**config.mk**
```make
export PLATFORM = sky130hd
export DESIGN_NAME = conv_pixel_streamer
export DESIGN_NICKNAME = d
export VERILOG_FILES = /design/src/rtl/conv_pkg.sv /design/src/rtl/conv_raster_counter.sv /design/src/rtl/conv_pixel_streamer.sv
export SDC_FILE = /design/constraint.sdc
export NUM_CORES = 1
export LEC_CHECK = 0
export CAP_MARGIN = 20
export CELL_PAD_IN_SITES_DETAIL_PLACEMENT = 0
export CELL_PAD_IN_SITES_GLOBAL_PLACEMENT = 1
export CORE_UTILIZATION = 35
export CTS_CLUSTER_SIZE = 8
export DETAILED_ROUTE_END_ITERATION = 10
export GPL_TIMING_DRIVEN = 1
export PLACE_DENSITY = 0.89
export SLEW_MARGIN = 20
export SYNTH_ARGS = -nofsm -noshare
export SYNTH_HDL_FRONTEND = slang
export SYNTH_SLANG_ARGS = --single-unit
```
**constraint.sdc**
```tcl
create_clock -name clk -period 2.45 [get_ports clk]
set_clock_uncertainty 0.2 [all_clocks]
set_input_delay 0.3675 -clock clk [delete_from_list [all_inputs] [get_ports clk]]
set_output_delay 0.3675 -clock clk [all_outputs]
set_load 0.1 [all_outputs]
```
**src/rtl/conv_pkg.sv**
```systemverilog
// Shared definitions for the convolver pixel streamer: FSM state encoding,
// default geometry and derived constants, and small sizing helpers.
package conv_pkg;

   // Default geometry of the convolver front end
   localparam int DEF_DATA_WIDTH  = 16;
   localparam int DEF_KERNEL_SIZE = 5;
   localparam int DEF_IMAGE_SIZE  = 28;
   localparam int DEF_ADDR_WIDTH  = 10;

   // Constants derived from the default geometry
   localparam int NUM_PIXELS = DEF_IMAGE_SIZE * DEF_IMAGE_SIZE;
   localparam int OUT_SIZE   = DEF_IMAGE_SIZE - DEF_KERNEL_SIZE + 1;

   // Cycles between the last memory read and the last window becoming valid:
   // memory latency, pixel register, window register
   localparam int PIPE_LAT = 3;

   // Streamer sequencing states
   typedef enum logic [2:0] {
      IDLE,
      LOAD_W,
      STREAM,
      DRAIN,
      DONE
   } state_t;

   // Pixel count of a square image
   function automatic int num_pixels(input int image_size);
      return image_size * image_size;
   endfunction

   // Edge length of the valid-convolution output map
   function automatic int out_size(input int image_size, input int kernel_size);
      return image_size - kernel_size + 1;
   endfunction

endpackage

```
**src/rtl/conv_raster_counter.sv**
```systemverilog
// Row/column raster position tracker for a square image. Advances one pixel
// per enabled cycle, wrapping the column into the next row, and flags when
// the current pixel completes a full KERNEL_SIZE x KERNEL_SIZE window.
module conv_raster_counter #(
   parameter int IMAGE_SIZE  = 28,
   parameter int KERNEL_SIZE = 5,
   parameter int CNT_W       = $clog2(IMAGE_SIZE)
) (
   input  logic             clk,
   input  logic             reset,
   input  logic             clear,
   input  logic             advance,
   output logic [CNT_W-1:0] row,
   output logic [CNT_W-1:0] col,
   output logic             in_window
);

   localparam logic [CNT_W-1:0] LAST_POS  = CNT_W'(IMAGE_SIZE - 1);
   localparam logic [CNT_W-1:0] FIRST_WIN = CNT_W'(KERNEL_SIZE - 1);

   // Step the raster position; column wraps into the next row, row wraps at the image end
   always_ff @(posedge clk) begin
      if (!reset) begin
         row <= '0;
         col <= '0;
      end else if (clear) begin
         row <= '0;
         col <= '0;
      end else if (advance) begin
         if (col == LAST_POS) begin
            col <= '0;
            row <= (row == LAST_POS) ? '0 : row + 1'b1;
         end else begin
            col <= col + 1'b1;
         end
      end
   end

   // A window is complete once enough rows and columns have been seen
   assign in_window = (row >= FIRST_WIN) && (col >= FIRST_WIN);

endmodule

```
**src/rtl/conv_pixel_streamer.sv**
```systemverilog
// Transmit side of the convolver pixel-input interface. Pulses the weight
// strobe, reads one image in raster order from a 1-cycle-latency memory,
// drives one pixel per clock into the window bank and flags every cycle in
// which the bank's window sits on a valid convolution position.
// Optional busy-cycle performance counter: define CONV_STREAMER_PERF_CNT_EN.
module conv_pixel_streamer
   import conv_pkg::*;
#(
   parameter int DATA_WIDTH  = DEF_DATA_WIDTH,
   parameter int KERNEL_SIZE = DEF_KERNEL_SIZE,
   parameter int IMAGE_SIZE  = DEF_IMAGE_SIZE,
   parameter int ADDR_WIDTH  = DEF_ADDR_WIDTH,
   parameter int OUT_W       = $clog2(IMAGE_SIZE - KERNEL_SIZE + 1)
) (
   input  logic                         clk,
   input  logic                         reset,
   input  logic                         start,
   input  logic [ADDR_WIDTH-1:0]        base_addr,
   output logic                         mem_en,
   output logic [ADDR_WIDTH-1:0]        mem_addr,
   input  logic [DATA_WIDTH-1:0]        mem_rdata,
   output logic                         weight_load,
   output logic signed [DATA_WIDTH-1:0] pixel_out,
   output logic                         window_valid,
   output logic [OUT_W-1:0]             out_row,
   output logic [OUT_W-1:0]             out_col,
   output logic                         busy,
   output logic                         done,
   output logic [15:0]                  cycle_count
);

   localparam int N_PIX = num_pixels(IMAGE_SIZE);
   localparam int CNT_W = $clog2(IMAGE_SIZE);

   localparam logic [ADDR_WIDTH-1:0] LAST_IDX   = ADDR_WIDTH'(N_PIX - 1);
   localparam logic [1:0]            LAST_DRAIN = 2'(PIPE_LAT - 1);
   localparam logic [CNT_W-1:0]      WIN_OFS    = CNT_W'(KERNEL_SIZE - 1);

   state_t                state;
   state_t                state_next;
   logic                  accept;
   logic [ADDR_WIDTH-1:0] base_reg;
   logic [ADDR_WIDTH-1:0] pix_idx;
   logic [1:0]            drain_cnt;
   logic                  rd_valid;
   logic                  pix_valid;
   logic [CNT_W-1:0]      cur_row;
   logic [CNT_W-1:0]      cur_col;
   logic                  cur_in_window;
   logic                  win_hit;

   assign accept = (state == IDLE) && start;

   // State register
   always_ff @(posedge clk) begin
      if (!reset) begin
         state <= IDLE;
      end else begin
         state <= state_next;
      end
   end

   // Next-state sequencing and state-decoded control outputs
   always_comb begin
      state_next  = state;
      weight_load = 1'b0;
      mem_en      = 1'b0;
      busy        = 1'b0;
      done        = 1'b0;
      case (state)
         IDLE: begin
            if (start) begin
               state_next = LOAD_W;
            end
         end
         LOAD_W: begin
            weight_load = 1'b1;
            busy        = 1'b1;
            state_next  = STREAM;
         end
         STREAM: begin
            mem_en = 1'b1;
            busy   = 1'b1;
            if (pix_idx == LAST_IDX) begin
               state_next = DRAIN;
            end
         end
         DRAIN: begin
            busy = 1'b1;
            if (drain_cnt == LAST_DRAIN) begin
               state_next = DONE;
            end
         end
         DONE: begin
            done       = 1'b1;
            state_next = IDLE;
         end
         default: begin
            state_next = IDLE;
         end
      endcase
   end

   // Address is the captured base plus the read index, wrapping with the address width
   assign mem_addr = mem_en ? (base_reg + pix_idx) : '0;

   // Capture the base on start and step the read and drain counters
   always_ff @(posedge clk) begin
      if (!reset) begin
         base_reg  <= '0;
         pix_idx   <= '0;
         drain_cnt <= '0;
      end else if (accept) begin
         base_reg  <= base_addr;
         pix_idx   <= '0;
         drain_cnt <= '0;
      end else begin
         if (state == STREAM) begin
            pix_idx <= pix_idx + 1'b1;
         end
         if (state == DRAIN) begin
            drain_cnt <= drain_cnt + 1'b1;
         end
      end
   end

   // Register read data into the pixel output, zero whenever no pixel is in flight
   always_ff @(posedge clk) begin
      if (!reset) begin
         rd_valid  <= 1'b0;
         pix_valid <= 1'b0;
         pixel_out <= '0;
      end else begin
         rd_valid  <= mem_en;
         pix_valid <= rd_valid;
         pixel_out <= rd_valid ? $signed(mem_rdata) : '0;
      end
   end

   // Raster position of the pixel currently on pixel_out
   conv_raster_counter #(
      .IMAGE_SIZE  (IMAGE_SIZE),
      .KERNEL_SIZE (KERNEL_SIZE),
      .CNT_W       (CNT_W)
   ) u_raster (
      .clk       (clk),
      .reset     (reset),
      .clear     (accept),
      .advance   (pix_valid),
      .row       (cur_row),
      .col       (cur_col),
      .in_window (cur_in_window)
   );

   assign win_hit = pix_valid && cur_in_window;

   // Window flag and output position lag the pixel by one cycle to match the bank
   always_ff @(posedge clk) begin
      if (!reset) begin
         window_valid <= 1'b0;
         out_row      <= '0;
         out_col      <= '0;
      end else begin
         window_valid <= win_hit;
         out_row      <= win_hit ? OUT_W'(cur_row - WIN_OFS) : '0;
         out_col      <= win_hit ? OUT_W'(cur_col - WIN_OFS) : '0;
      end
   end

`ifdef CONV_STREAMER_PERF_CNT_EN
   // Count busy cycles of the current image, saturating, held until the next start
   always_ff @(posedge clk) begin
      if (!reset) begin
         cycle_count <= '0;
      end else if (accept) begin
         cycle_count <= '0;
      end else if (busy && (cycle_count != 16'hFFFF)) begin
         cycle_count <= cycle_count + 16'd1;
      end
   end
`else
   assign cycle_count = '0;
`endif

endmodule
```
Word level (Yosys, flattened, before mapping)

Cells that the tools add are included.

Add/sub/neg operators: 7
Multipliers: 0
Divide/modulo/power cells: 0
Magnitude comparators: 2
Equality and inequality tests: 11
Shifts and indexed selects: 0
Mux-type cells: 11
Bitwise gates (word level): 1
Reductions and logical operators: 10

Operator list:

| kind                                                                   | number |
|---|---|
| 3-bit case mux with 4 select lines                                     | 1 |
| 10-bit by 1-bit adder with 10-bit output (second input constant)       | 1 |
| 10-bit adder                                                           | 1 |
| 5-bit by 1-bit adder with 5-bit output (second input constant)         | 2 |
| 10-bit == test (second input constant)                                 | 1 |
| 5-bit == test (second input constant)                                  | 2 |
| 5-bit by 3-bit >= comparator with 1-bit output (second input constant) | 2 |
| 10-bit 2-to-1 mux                                                      | 1 |
| 5-bit 2-to-1 mux                                                       | 2 |
| 5-bit by 3-bit subtractor with 5-bit output (second input constant)    | 2 |
| 3-bit 2-to-1 mux                                                       | 3 |
| 3-bit by 2-bit == test with 1-bit output (second input constant)       | 2 |
| 2-bit inequality test (second input constant)                          | 3 |
| 2-bit AND reduction                                                    | 3 |
| 1-bit 2-to-1 mux                                                       | 4 |
| 3-bit by 1-bit == test with 1-bit output (second input constant)       | 1 |
| 3-bit == test (second input constant)                                  | 1 |
| 1-bit logical AND                                                      | 3 |
| 3-bit logical NOT                                                      | 1 |
| 3-bit AND reduction                                                    | 1 |
| 3-bit OR reduction                                                     | 1 |
| 2-bit by 1-bit adder with 2-bit output (second input constant)         | 1 |
| 2-bit == test (second input constant)                                  | 1 |
| 2-bit OR reduction                                                     | 1 |
| 1-bit inverter                                                         | 1 |

Register bits: 64
Bits in latches: 0
RAM bits: 0
ROM bits: 0
Input bits: 29
Output and inout port bits: 57
Logic and storage cells: 54
Memories: 0

Logic depth before layout (Yosys ltp)

Depth after elaboration: 4
Depth in mapped cells: 8
Depth with buffers taken out: 8

Modules after synthesis

Synthesis repeated with hierarchy kept, for this count alone.

Cell total of the unflattened synthesis: 332
Area total of the unflattened synthesis: 2954.1 sq um

Modules (own cells, without submodules):

| module              | times used | cells an instance | area an instance (sq um) | sequential area each (sq um) |
|---|---|---|---|---|
| conv_pixel_streamer | 1          | 269               | 2407.3                   | 1081.0 |
| conv_raster_counter | 1          | 63                | 546.8                    | 200.2 |

Least setup slack after synthesis

OpenSTA, ideal clock, no wires.

Path kind: register -> output
Start point: register pix_idx[0]
End point: output port mem_addr[8]
Arrival: 3.707 ns
Data required time: 1.882 ns
Setup slack: -1.824 ns
Stages on the path, launching flop included: 9
Buffers on the path: 0
Cell sequence: dfxtp_1 > ha_1 > inv_1 > fa_1 > nor2b_1 > o31a_1 > o41a_1 > o21ai_0 > nor3b_1

Longest elaborated chain between the ends: 2

Ends and longest elaborated chain:

| item                   | RTL line                   | RTL |
|---|---|---|
| from (decl)            | conv_pixel_streamer.sv:43  | `logic [ADDR_WIDTH-1:0] pix_idx;` |
| from (signal assigned) | conv_pixel_streamer.sv:119 | `pix_idx <= pix_idx + 1'b1;` |
| 10-bit adder           | conv_pixel_streamer.sv:105 | `assign mem_addr = mem_en ? (base_reg + pix_idx) : '0;` |
| 10-bit 2-to-1 mux      | conv_pixel_streamer.sv:105 |  |
| to (decl)              | conv_pixel_streamer.sv:20  | `output logic [ADDR_WIDTH-1:0] mem_addr,` |

Every way passes these cells.

Worst setup path in the final report

Start point: register base_reg[0]
End point: output port mem_addr[8]

Longest elaborated chain between the ends: 2

Ends and longest elaborated chain:

| item                   | RTL line                   | RTL |
|---|---|---|
| from (decl)            | conv_pixel_streamer.sv:42  | `logic [ADDR_WIDTH-1:0] base_reg;` |
| from (signal assigned) | conv_pixel_streamer.sv:114 | `base_reg <= base_addr;` |
| 10-bit adder           | conv_pixel_streamer.sv:105 |  |
| 10-bit 2-to-1 mux      | conv_pixel_streamer.sv:105 |  |

Every way passes these cells.

==> flow_summary.yaml <==
power:
  ir_drop_v: 0.0004448
  p_leak_nw: 1.784
  power_per_cell_area_nw_per_um2: 595.4
  power_mw: 2.564
route:
  drc: 0
  dr.pass1.iters: 4
  drtIter0Drc: 70
  vias_per_cell: 4.615
  antenna_left: 0
  via_count: 2460
  drt_wl_total_um: 6577
  wire_per_inst_um: 12.34
sta:
  post-route-period-util: 1.167
  slew_viol_final: 0
  worstMarginPinSlew_ns: 0.4711
  setup_viol: 6
  min_period_ns: 2.859
  finalWorstSetupSlack_ns: -0.4091
  fin_tns_setup_ns: -1.520
  relSlewSlack: 0.6778
  max_freq_ghz: 0.3498
  final_hold_viol_count: 0
  rsz0062_at_grt: "true"
die:
  fp.dieH_um: 94.67
  die_w_um: 94.67
  dieArea_um2: 8961
  rows: 33
  core_um2: 8258
  ios: 86
  start_util: 0.3639
layout:
  multi_input_area_um2: 1719
  nFillCells: 777
  antennaDiodeCount: 0
  fin_nets: 477
  post-route-util: 0.5215
  regArea_um2: 1294
  largest_register_ffs: 16
  syn_to_final_growth_pct: 43.30
  drive_above_1_share: 0.2640
  final_cell_area_um2: 4307
logic_synthesis:
  synth_top_family_by_area: "simple AND/OR/NAND/NOR gates"
  ys_dominant_reg_cell: "dfxtp_1"
  synth_edf_count: 0
  synth-seq-cells: 64
  synth_compound_area_frac: 0.1024
  syn_area_per_cell_um2: 8.918
  ys_types: 43
  synth-xor-area-share: 0.05828
  yosysSeqAreaShare: 0.4263
  netlist_area_um2: 3005
  yosysWarnings: 0
  yosys.area_share.simple: 0.2261
  synthCells: 337
  ys_async_sr_fraction: 0
  yosys-mux-area-fraction: 0.007077
  synthAdderAreaFrac: 0.1024
placement:
  dp_slack_ns: -0.1625
  port_buffers: 69
  place_area_um2: 4059
  hpwlAfterDp_um: 4902
  gp_congestion: 0.7726
clocking:
  cts_tree: "built"
  numCtsBuffers: 9
  clkSlewWorstSetupHoldPaths_ns: 0.07
  clock_latency_ns: 0.33
  holdBufCountCts: 0
  ctsRootBufferMaster: "clkbuf_8"
  cts_max_path_buffers: 2
  cts.sinks: 64
  cts.htree.levels: 3
critical_path:
  arrival_ns: 2.29
  worstSetupStartpointType: "flop"
  cp-end-kind: "output port"
  critPathKind: "flop to output port"
  path_cells: "ha_4 -> inv_2 -> fa_2 -> nor2b_2 -> o31a_1 -> o41a_1 -> o21ai_1 -> nor3b_4 -> buf_12"
  crit_slowest_cell: "o41a_1"
  crit_start: "base_reg[0]"
  critPathMaxFanout: 2
  critPathRequiredTime_ns: 1.88
  cpPeakStageDelay_ns: 0.35
  regToRegStartpoint: "pix_idx[0]"
hold_path:
  hp-class: "flop to flop"
  min_from: "base_reg[5]"
outcome:
  violations: "setup timing"
  status: "finished, violations left"
global_routing:
  grt_pass1_wl_um: 10660
  antenna_found_initial: 0
  grt_usage: 0.1543
  grt_pass1_vias: 2378
  grt_max_degree: 22
  overflow: 0
run:
  drv_cap: 0
[worst paths after layout]
kind / end / slack (ns) / depth (start not counted)
worst max-delay path: mem_addr[8] / -0.41 / 9
worst min register to register: base_reg[5] / 0.27 / 2
worst max register to register: state[0] / 0.42 / 7
worst min-delay path: base_reg[5] / 0.27 / 2
[metrics by stage]
step           hold slack (ns)  cells
4_1_cts                 0.2795    533
6_report                0.2748    533
5_1_grt                 0.2958    533
3_5_place_dp            0.2655    515
3_3_place_gp            0.2632    515
2_1_floorplan           0.2478    352
[worst max-delay path: cells and delay by family (launching register included)]
| family | cells | cell delay (ns) |
|---|---|---|
| buffers and inverters | 2 | 0.25 |
| AOI/OAI and AO/OA | 3 | 0.76 |
| adders and majority gates | 2 | 0.36 |
| and+or+nand+nor | 2 | 0.27 |
| DFF | 1 | 0.33 |
[repair_timing]
| action | in CTS | in global routing |
|---|---|---|
| pin swaps | 10 | 3 |
| endpoints found under the hold margin | 0 | 0 |
| setup buffers | 4 | 0 |
| resized for setup | 9 | 4 |
| setup endpoints to repair | 7 | 7 |
[per-layer routing]
| layer | up-vias | share of wire | track usage |
|---|---|---|---|
| met5 | - | 0 | 0 |
| met2 | 43 | 0.52 | 0.2698 |
| met4 | 0 | 0.0059 | 0.04545 |
| met3 | 5 | 0.045 | 0.05072 |
| li1 | 1269 | - | - |
| met1 | 1143 | 0.43 | 0.1779 |
[power by group]
part | leakage (nW) | switching [mW] | internal, mW
sequential | 0.522 | 0.0233 | 1.07
clock | 0.0989 | 0.380 | 0.487
combinational | 1.16 | 0.413 | 0.189
total | 1.78 | 0.816 | 1.75
[synth_stat cells (9+ instances only)]
master	count	share of area
nor2_1	37	0.046
a21oi_1	12	0.020
and3_1	18	0.037
dfxtp_1	64	0.43
a21boi_0	10	0.025
inv_1	16	0.020
nand3_1	11	0.018
xor2_1	11	0.032
xnor2_1	9	0.026
nand2_1	43	0.054
buf_4	16	0.040
ha_1	23	0.096
[logic make-up (layout without fill, tap and decap cells)]
kind of cell / Yosys count / count (layout)
and+or+nand+nor: 138 / 138
muxes: 2 / 2
other: 1 / 16
DFF: 64 / 64
adders and majority gates: 24 / 24
buffers and inverters: 44 / 120
xor gates and xnor gates: 20 / 20
AOI/OAI and AO/OA: 44 / 44
[final cells by class]
cell class / instances / area share
Clock buffer: 11 / 0.03283
Clock inverter: 4 / 0.01046
Inverter: 16 / 0.01482
Multi-Input combinational cell: 244 / 0.3992
Sequential cell: 64 / 0.3004
Tap cell: 105 / 0.03051
Timing Repair Buffer: 89 / 0.2118
[cells in the final DEF, fill, tap and decap left out, drive strengths merged, types with 2 or more instances in the layout]
cell type	netlist	final
dfxtp	64	64
buf	20	61
nand2	43	43
nor2	38	38
clkdlybuf4s50	0	28
ha	23	23
and3	18	18
conb	1	16
inv	16	15
a21oi	12	12
nand3	11	11
xor2	11	11
clkbuf	8	11
a21boi	10	10
xnor2	9	9
and2	5	5
o21ai	5	5
nor3	5	5
nor2b	4	4
o21a	3	3
a21o	3	3
nand4	3	3
clkinv	0	3
nor3b	3	3
a211oi	3	3
or3	2	2
a2111oi	2	2
nand2b	2	2
Power figures use the tool's default switching activity.
